<file path="src/rtl/muldiv_ctrl_pkg.sv">
// Shared definitions for the HI/LO multiply/divide sequencer: op codes, FSM states,
// default latencies and a conditional two's-complement helper.
package muldiv_ctrl_pkg;

  localparam int MUL_LAT_DEF   = 2;
  localparam int DIV_STEPS_DEF = 32;

  localparam logic [1:0] OP_MULTU = 2'b00;
  localparam logic [1:0] OP_MULT  = 2'b01;
  localparam logic [1:0] OP_DIVU  = 2'b10;
  localparam logic [1:0] OP_DIV   = 2'b11;

  typedef enum logic [1:0] {
    ST_IDLE = 2'b00,
    ST_MUL  = 2'b01,
    ST_DIV  = 2'b10,
    ST_DONE = 2'b11
  } state_t;

  function automatic logic [31:0] neg_if(input logic [31:0] v, input logic n);
    return n ? (~v + 32'd1) : v;
  endfunction

endpackage

</file>
<file path="src/rtl/muldiv_ctrl_div.sv">
// Radix-2 restoring divider on 32-bit magnitudes; exposes the result of the step
// taken this cycle so the controller can capture the final step without waiting.
import muldiv_ctrl_pkg::*;

module muldiv_ctrl_div (
  input  logic        clk,
  input  logic        rst,
  input  logic        load,
  input  logic        step,
  input  logic [31:0] dividend,
  input  logic [31:0] divisor,
  output logic [31:0] step_quo,
  output logic [31:0] step_rem
);

  logic [31:0] quo_r;
  logic [31:0] rem_r;
  logic [31:0] dsr_r;
  logic [32:0] shifted_s;
  logic [33:0] diff_s;

  // One restoring step: shift in the next dividend bit, keep the subtraction if no borrow.
  always_comb begin
    shifted_s = {rem_r, quo_r[31]};
    diff_s    = {1'b0, shifted_s} - {2'b00, dsr_r};
    if (!diff_s[33]) begin
      step_rem = diff_s[31:0];
      step_quo = {quo_r[30:0], 1'b1};
    end else begin
      step_rem = shifted_s[31:0];
      step_quo = {quo_r[30:0], 1'b0};
    end
  end

  // Shift-register state: load operands, then advance one quotient bit per step.
  always_ff @(posedge clk) begin
    if (!rst) begin
      quo_r <= 32'd0;
      rem_r <= 32'd0;
      dsr_r <= 32'd0;
    end else if (load) begin
      quo_r <= dividend;
      rem_r <= 32'd0;
      dsr_r <= divisor;
    end else if (step) begin
      quo_r <= step_quo;
      rem_r <= step_rem;
    end else begin
      quo_r <= quo_r;
      rem_r <= rem_r;
      dsr_r <= dsr_r;
    end
  end

endmodule

</file>
<file path="src/rtl/muldiv_ctrl.sv">
// Multi-cycle sequencer for MULT/MULTU/DIV/DIVU: pipelined multiply, restoring divide,
// pipeline stall while busy, abort on flush.
import muldiv_ctrl_pkg::*;

module muldiv_ctrl #(
  parameter int MUL_LAT   = MUL_LAT_DEF,
  parameter int DIV_STEPS = DIV_STEPS_DEF
) (
  input  logic        clk,
  input  logic        rst,
  input  logic        start,
  input  logic [1:0]  op,
  input  logic [31:0] src_a,
  input  logic [31:0] src_b,
  input  logic        flush,
  input  logic        pipe_stall,
  output logic        stall,
  output logic        done,
  output logic [31:0] hi_res,
  output logic [31:0] lo_res
);

  state_t      state_r;
  logic [5:0]  cnt_r;
  logic        op_signed_r;
  logic        a_neg_r;
  logic        b_neg_r;
  logic [31:0] a_r;
  logic [31:0] b_r;
  logic        accept_s;
  logic        div_step_s;
  logic [63:0] product_s;
  logic [63:0] mul_tail_s;
  logic [31:0] step_quo_s;
  logic [31:0] step_rem_s;

  assign accept_s   = (state_r == ST_IDLE) && start && !flush;
  assign div_step_s = (state_r == ST_DIV) && !flush;
  assign stall      = accept_s || (((state_r == ST_MUL) || (state_r == ST_DIV)) && !flush);

  // Sign-extending both operands to 64 bits makes the low 64 product bits correct for both signednesses.
  assign product_s = {{32{op_signed_r & a_r[31]}}, a_r} * {{32{op_signed_r & b_r[31]}}, b_r};

  muldiv_ctrl_div u_div (
    .clk      (clk),
    .rst      (rst),
    .load     (accept_s),
    .step     (div_step_s),
    .dividend (neg_if(src_a, op[0] & src_a[31])),
    .divisor  (neg_if(src_b, op[0] & src_b[31])),
    .step_quo (step_quo_s),
    .step_rem (step_rem_s)
  );

  generate
    if (MUL_LAT == 1) begin : g_mul_direct
      assign mul_tail_s = product_s;
    end else begin : g_mul_pipe
      logic [63:0] pipe_r [MUL_LAT-1];
      // Product pipeline; the final stage is the hi_res/lo_res capture itself.
      always_ff @(posedge clk) begin
        if (!rst) begin
          for (int i = 0; i < MUL_LAT - 1; i++) pipe_r[i] <= 64'd0;
        end else begin
          pipe_r[0] <= product_s;
          for (int i = 1; i < MUL_LAT - 1; i++) pipe_r[i] <= pipe_r[i-1];
        end
      end
      assign mul_tail_s = pipe_r[MUL_LAT-2];
    end
  endgenerate

  // Sequencer FSM with registered done and result outputs; flush overrides everything.
  always_ff @(posedge clk) begin
    if (!rst) begin
      state_r     <= ST_IDLE;
      cnt_r       <= 6'd0;
      op_signed_r <= 1'b0;
      a_neg_r     <= 1'b0;
      b_neg_r     <= 1'b0;
      a_r         <= 32'd0;
      b_r         <= 32'd0;
      done        <= 1'b0;
      hi_res      <= 32'd0;
      lo_res      <= 32'd0;
    end else begin
      case (state_r)
        ST_IDLE: begin
          done <= 1'b0;
          if (accept_s) begin
            a_r         <= src_a;
            b_r         <= src_b;
            op_signed_r <= op[0];
            a_neg_r     <= src_a[31];
            b_neg_r     <= src_b[31];
            if (!op[1]) begin
              state_r <= ST_MUL;
              cnt_r   <= 6'(MUL_LAT - 1);
            end else begin
              state_r <= ST_DIV;
              cnt_r   <= 6'(DIV_STEPS - 1);
            end
          end else begin
            state_r <= ST_IDLE;
          end
        end
        ST_MUL: begin
          if (flush) begin
            state_r <= ST_IDLE;
          end else if (cnt_r == 6'd0) begin
            state_r <= ST_DONE;
            done    <= 1'b1;
            hi_res  <= mul_tail_s[63:32];
            lo_res  <= mul_tail_s[31:0];
          end else begin
            cnt_r <= cnt_r - 6'd1;
          end
        end
        ST_DIV: begin
          if (flush) begin
            state_r <= ST_IDLE;
          end else if (cnt_r == 6'd0) begin
            state_r <= ST_DONE;
            done    <= 1'b1;
            hi_res  <= neg_if(step_rem_s, op_signed_r & a_neg_r);
            lo_res  <= neg_if(step_quo_s, op_signed_r & (a_neg_r ^ b_neg_r));
          end else begin
            cnt_r <= cnt_r - 6'd1;
          end
        end
        ST_DONE: begin
          if (flush || !pipe_stall) begin
            state_r <= ST_IDLE;
            done    <= 1'b0;
          end else begin
            done <= 1'b1;
          end
        end
        default: begin
          state_r <= ST_IDLE;
          done    <= 1'b0;
        end
      endcase
    end
  end

endmodule

</file>
<file path="config.mk">
export PLATFORM = sky130hd
export DESIGN_NAME = muldiv_ctrl
export DESIGN_NICKNAME = d
export VERILOG_FILES = /design/src/rtl/muldiv_ctrl_pkg.sv /design/src/rtl/muldiv_ctrl_div.sv /design/src/rtl/muldiv_ctrl.sv
export SDC_FILE = /design/constraint.sdc
export NUM_CORES = 2
export LEC_CHECK = 0
export ABC_AREA = 1
export CAP_MARGIN = 20
export CORE_ASPECT_RATIO = 0.9
export CORE_MARGIN = 1
export CORE_UTILIZATION = 59
export DETAILED_ROUTE_END_ITERATION = 16
export GPL_ROUTABILITY_DRIVEN = 0
export PLACE_DENSITY = 0.8
export SETUP_SLACK_MARGIN = 0.3
export SLEW_MARGIN = 20
export SYNTH_ARGS = -nofsm -noshare
export SYNTH_HDL_FRONTEND = slang
export SYNTH_SLANG_ARGS = --single-unit
</file>
<file path="constraint.sdc">
create_clock -name clk -period 7.7 [get_ports clk]
set_input_delay 0.77 -clock clk [delete_from_list [all_inputs] [get_ports clk]]
set_output_delay 0.77 -clock clk [all_outputs]
set_load 0.1 [all_outputs]
</file>
==> results.toml <==
[pwr]
cellPowerDensity_nw_per_um2 = 113
peakVddDrop_uv = 147
power_leakage_nw = 32.1

[global_routing]
grt_pass1_vias = 49800
grt_first_pass_wirelength_um = 268000
grt-ovfl-total = 0
grt_max_degree = 105
grt_usage = 0.355
antenna_found_initial = 5

[timing]
period_needed_ns = 7.63
fin_skew_ns = 0.0231
max_freq_mhz = 131
worst_pin_slew_ns = 1.18
relSlewSlack = 0.213
finalHoldViolCount = 0
rsz0062_at_grt = "true"
fin_crit_sh = 0.991
setup-violations-final = 0
slew_violations = 0

[logic_synthesis]
synth_area_leader_cell = "fa_1"
synthTopCellsByCount = "inv_1, nand2_1, fa_1"
yosysWarnings = 0
synth-edff-count = 0
ys_ff_latch = 298
yosysUniqueCellTypes = 59
synthSimpleGateAreaFrac = 0.186
synthXorXnorAreaFrac = 0.00944
ys_seq_area_frac = 0.107
synthFlopType = "dfxtp_1"
syn_area_um2 = 55600
postSynth.asyncResetShare = 0
synth-compound-area-share = 0.0752
synthAdderAreaFrac = 0.462
synth.most_common_cell = "inv_1"
postSynthAreaPerCell_um2 = 7.50
synth_area_leaders = "fa_1, inv_1, nand2_1, dfxtp_1, ha_1"
yosysTopAreaCellShare = 0.405
syn-num-nets = 8869
synth_mux_area_frac = 0
synth_top_family_by_area = "adder cells"
synthesis.instances = 7417

[final_layout]
nNetsFinal = 8904
instances_no_fill = 8724
drive_gt1_frac = 0.0730
area_growth_pct = 12.1
fin_area_um2 = 62400

[floorplan]
die_y_um = 293
start_util = 0.598
coreArea_um2 = 93100
dieWidth_um = 326
num_io_pins = 137
placementRows = 106
fp.dieArea_um2 = 95500

[clock_network]
cts_made_buffers = 34
clk_pin_slew_ns = 0.07
cts_tree = "done"
root_buffer = "clkbuf_16"
clock_sinks = 298
clk_path_buf_depth = 3
ctsHoldBuffers = 0
h-tree-depth = 2
clock_latency_ns = 0.55

[hold_path]
min_path_cells = 2
hp-class = "flip-flop to flip-flop"

[outcome]
outcome = "finished clean"

[drt]
ant_nets = 0
first_pass_iters = 13
drcViolationCount = 0
drt_iter0_markers = 6611
vias = 50900
via_per_inst = 5.84
wl_per_cell_um = 21.6
wl_um = 188000

[placement]
place_area_um2 = 58900
dp_hpwl_um = 133000
placed_cells = 8558
numPortBuffers = 136

[setup_path]
slowest_stage = "fa_1"
r2r_cells = 28
cpMostUsedCell = "fa_1"
crit_fanout = 7
end_kind = "flip-flop"
start_kind = "flip-flop"
crit_required_ns = 8.11
crit_type = "flip-flop to flip-flop"
crit_arrival_ns = 8.04
critPathMaxStageDelay_ns = 0.59

[run]
cap_violations = 0
## area by class of cell
cell class              count  area [µm²]
diodes                      4        10.0
inverters                1987        7480
clock buffers              48        1000
repair buffers            373        4600
flip-flops and latches    298        6090
repair inverters            1        7.51
clock inverters            14         195
multi-input cells        4757       41500
well taps                1242        1550
fillers                  7096       30700
## registers in the layout, indices dropped and copies added (netlist names), 2 cells and up
| register | flops |
|---|---|
| a_r | 31 |
| u_div.dsr_r | 32 |
| state_r | 2 |
| u_div.quo_r | 32 |
| g_mul_pipe.pipe_r | 64 |
| hi_res | 32 |
| u_div.rem_r | 32 |
| b_r | 31 |
| cnt_r | 6 |
| lo_res | 32 |
## layout by cell type (no fill, tap or decap), drive strengths merged, types with 15 or more instances in the layout
cell type,n
inv,1982
nand2,1840
fa,1126
nor2,437
a21oi,321
dfxtp,298
ha,255
o21ai,241
buf,206
nand3,139
clkdlybuf4s50,135
clkbuf,79
nand4,56
nor3,46
a31oi,39
xor2,31
o22ai,31
xnor2,29
o221ai,23
o211ai,18
nor4,16
or2,15
o21a,15
## worst max-delay path: cells and delay by family, from the launching register on
| family | cells | cell delay, ns |
|---|---|---|
| compound gates | 3 | 0.76 |
| fa+ha+maj | 9 | 4.39 |
| buf+inv | 7 | 0.66 |
| flops | 1 | 0.45 |
| simple gates | 9 | 1.23 |
## metal layers
| metal | global-route usage | wire length [µm] | up-vias | share of wire |
|---|---|---|---|---|
| met4 | 0.112 | 11600 | 10 | 0.061 |
| met5 | 0 | 126 | - | 0.00067 |
| met3 | 0.0917 | 30500 | 894 | 0.16 |
| met1 | 0.493 | 66200 | 24400 | 0.35 |
| met2 | 0.545 | 79700 | 3980 | 0.42 |
| li1 | - | - | 21600 | - |
## worst paths after layout
kind / from / endpoint / slack, ns
worst max-delay path: a_r[18]$_SDFFE_PN0P_ / g_mul_pipe.pipe_r[0][47]$_SDFF_PN0_ / 0.07
worst min-delay path: lo_res[7]$_SDFFE_PN0P_ / lo_res[7]$_SDFFE_PN0P_ / 0.46
worst max register to register: a_r[18]$_SDFFE_PN0P_ / g_mul_pipe.pipe_r[0][47]$_SDFF_PN0_ / 0.07
worst min register to register: lo_res[7]$_SDFFE_PN0P_ / lo_res[7]$_SDFFE_PN0P_ / 0.46
## metrics by stage
step / setup WS (ns) / hold slack (ns) / total power, mW / TNS, ns / util
6_report: 0.0690 / 0.462 / 7.08 / 0 / 0.670
5_1_grt: -0.0750 / 0.478 / 7.40 / -0.111 / 0.670
4_1_cts: 0.272 / 0.465 / 6.63 / 0 / 0.646
3_5_place_dp: -0.0319 / 0.457 / 4.92 / -0.0319 / 0.632
3_3_place_gp: 0.0993 / 0.447 / 4.83 / 0 / 0.632
2_1_floorplan: 0.311 / 0.431 / 3.94 / 0 / -
## kinds of logic after synthesis
family | count (synthesis)
compound gates | 747
buf+inv | 2363
xor+xnor | 60
simple gates | 2568
flops | 298
fa+ha+maj | 1381
## where the power goes
group          total, mW  switching, mW  internal, mW  leakage (nW)
Clock               1.75          0.719          1.03         0.583
Combinational       3.55           2.38          1.17          29.1
Sequential          1.79          0.130          1.66          2.45
Total               7.08           3.23          3.85          32.1
## what timing repair did
item | CTS | global route
buffers inserted | 2 | 63
resized for setup | 26 | 239
pin swaps | 2 | 32
setup endpoints to repair | 14 | 31
gates cloned | 1 | 33
Note: power is estimated with default switching activity, not from simulation.
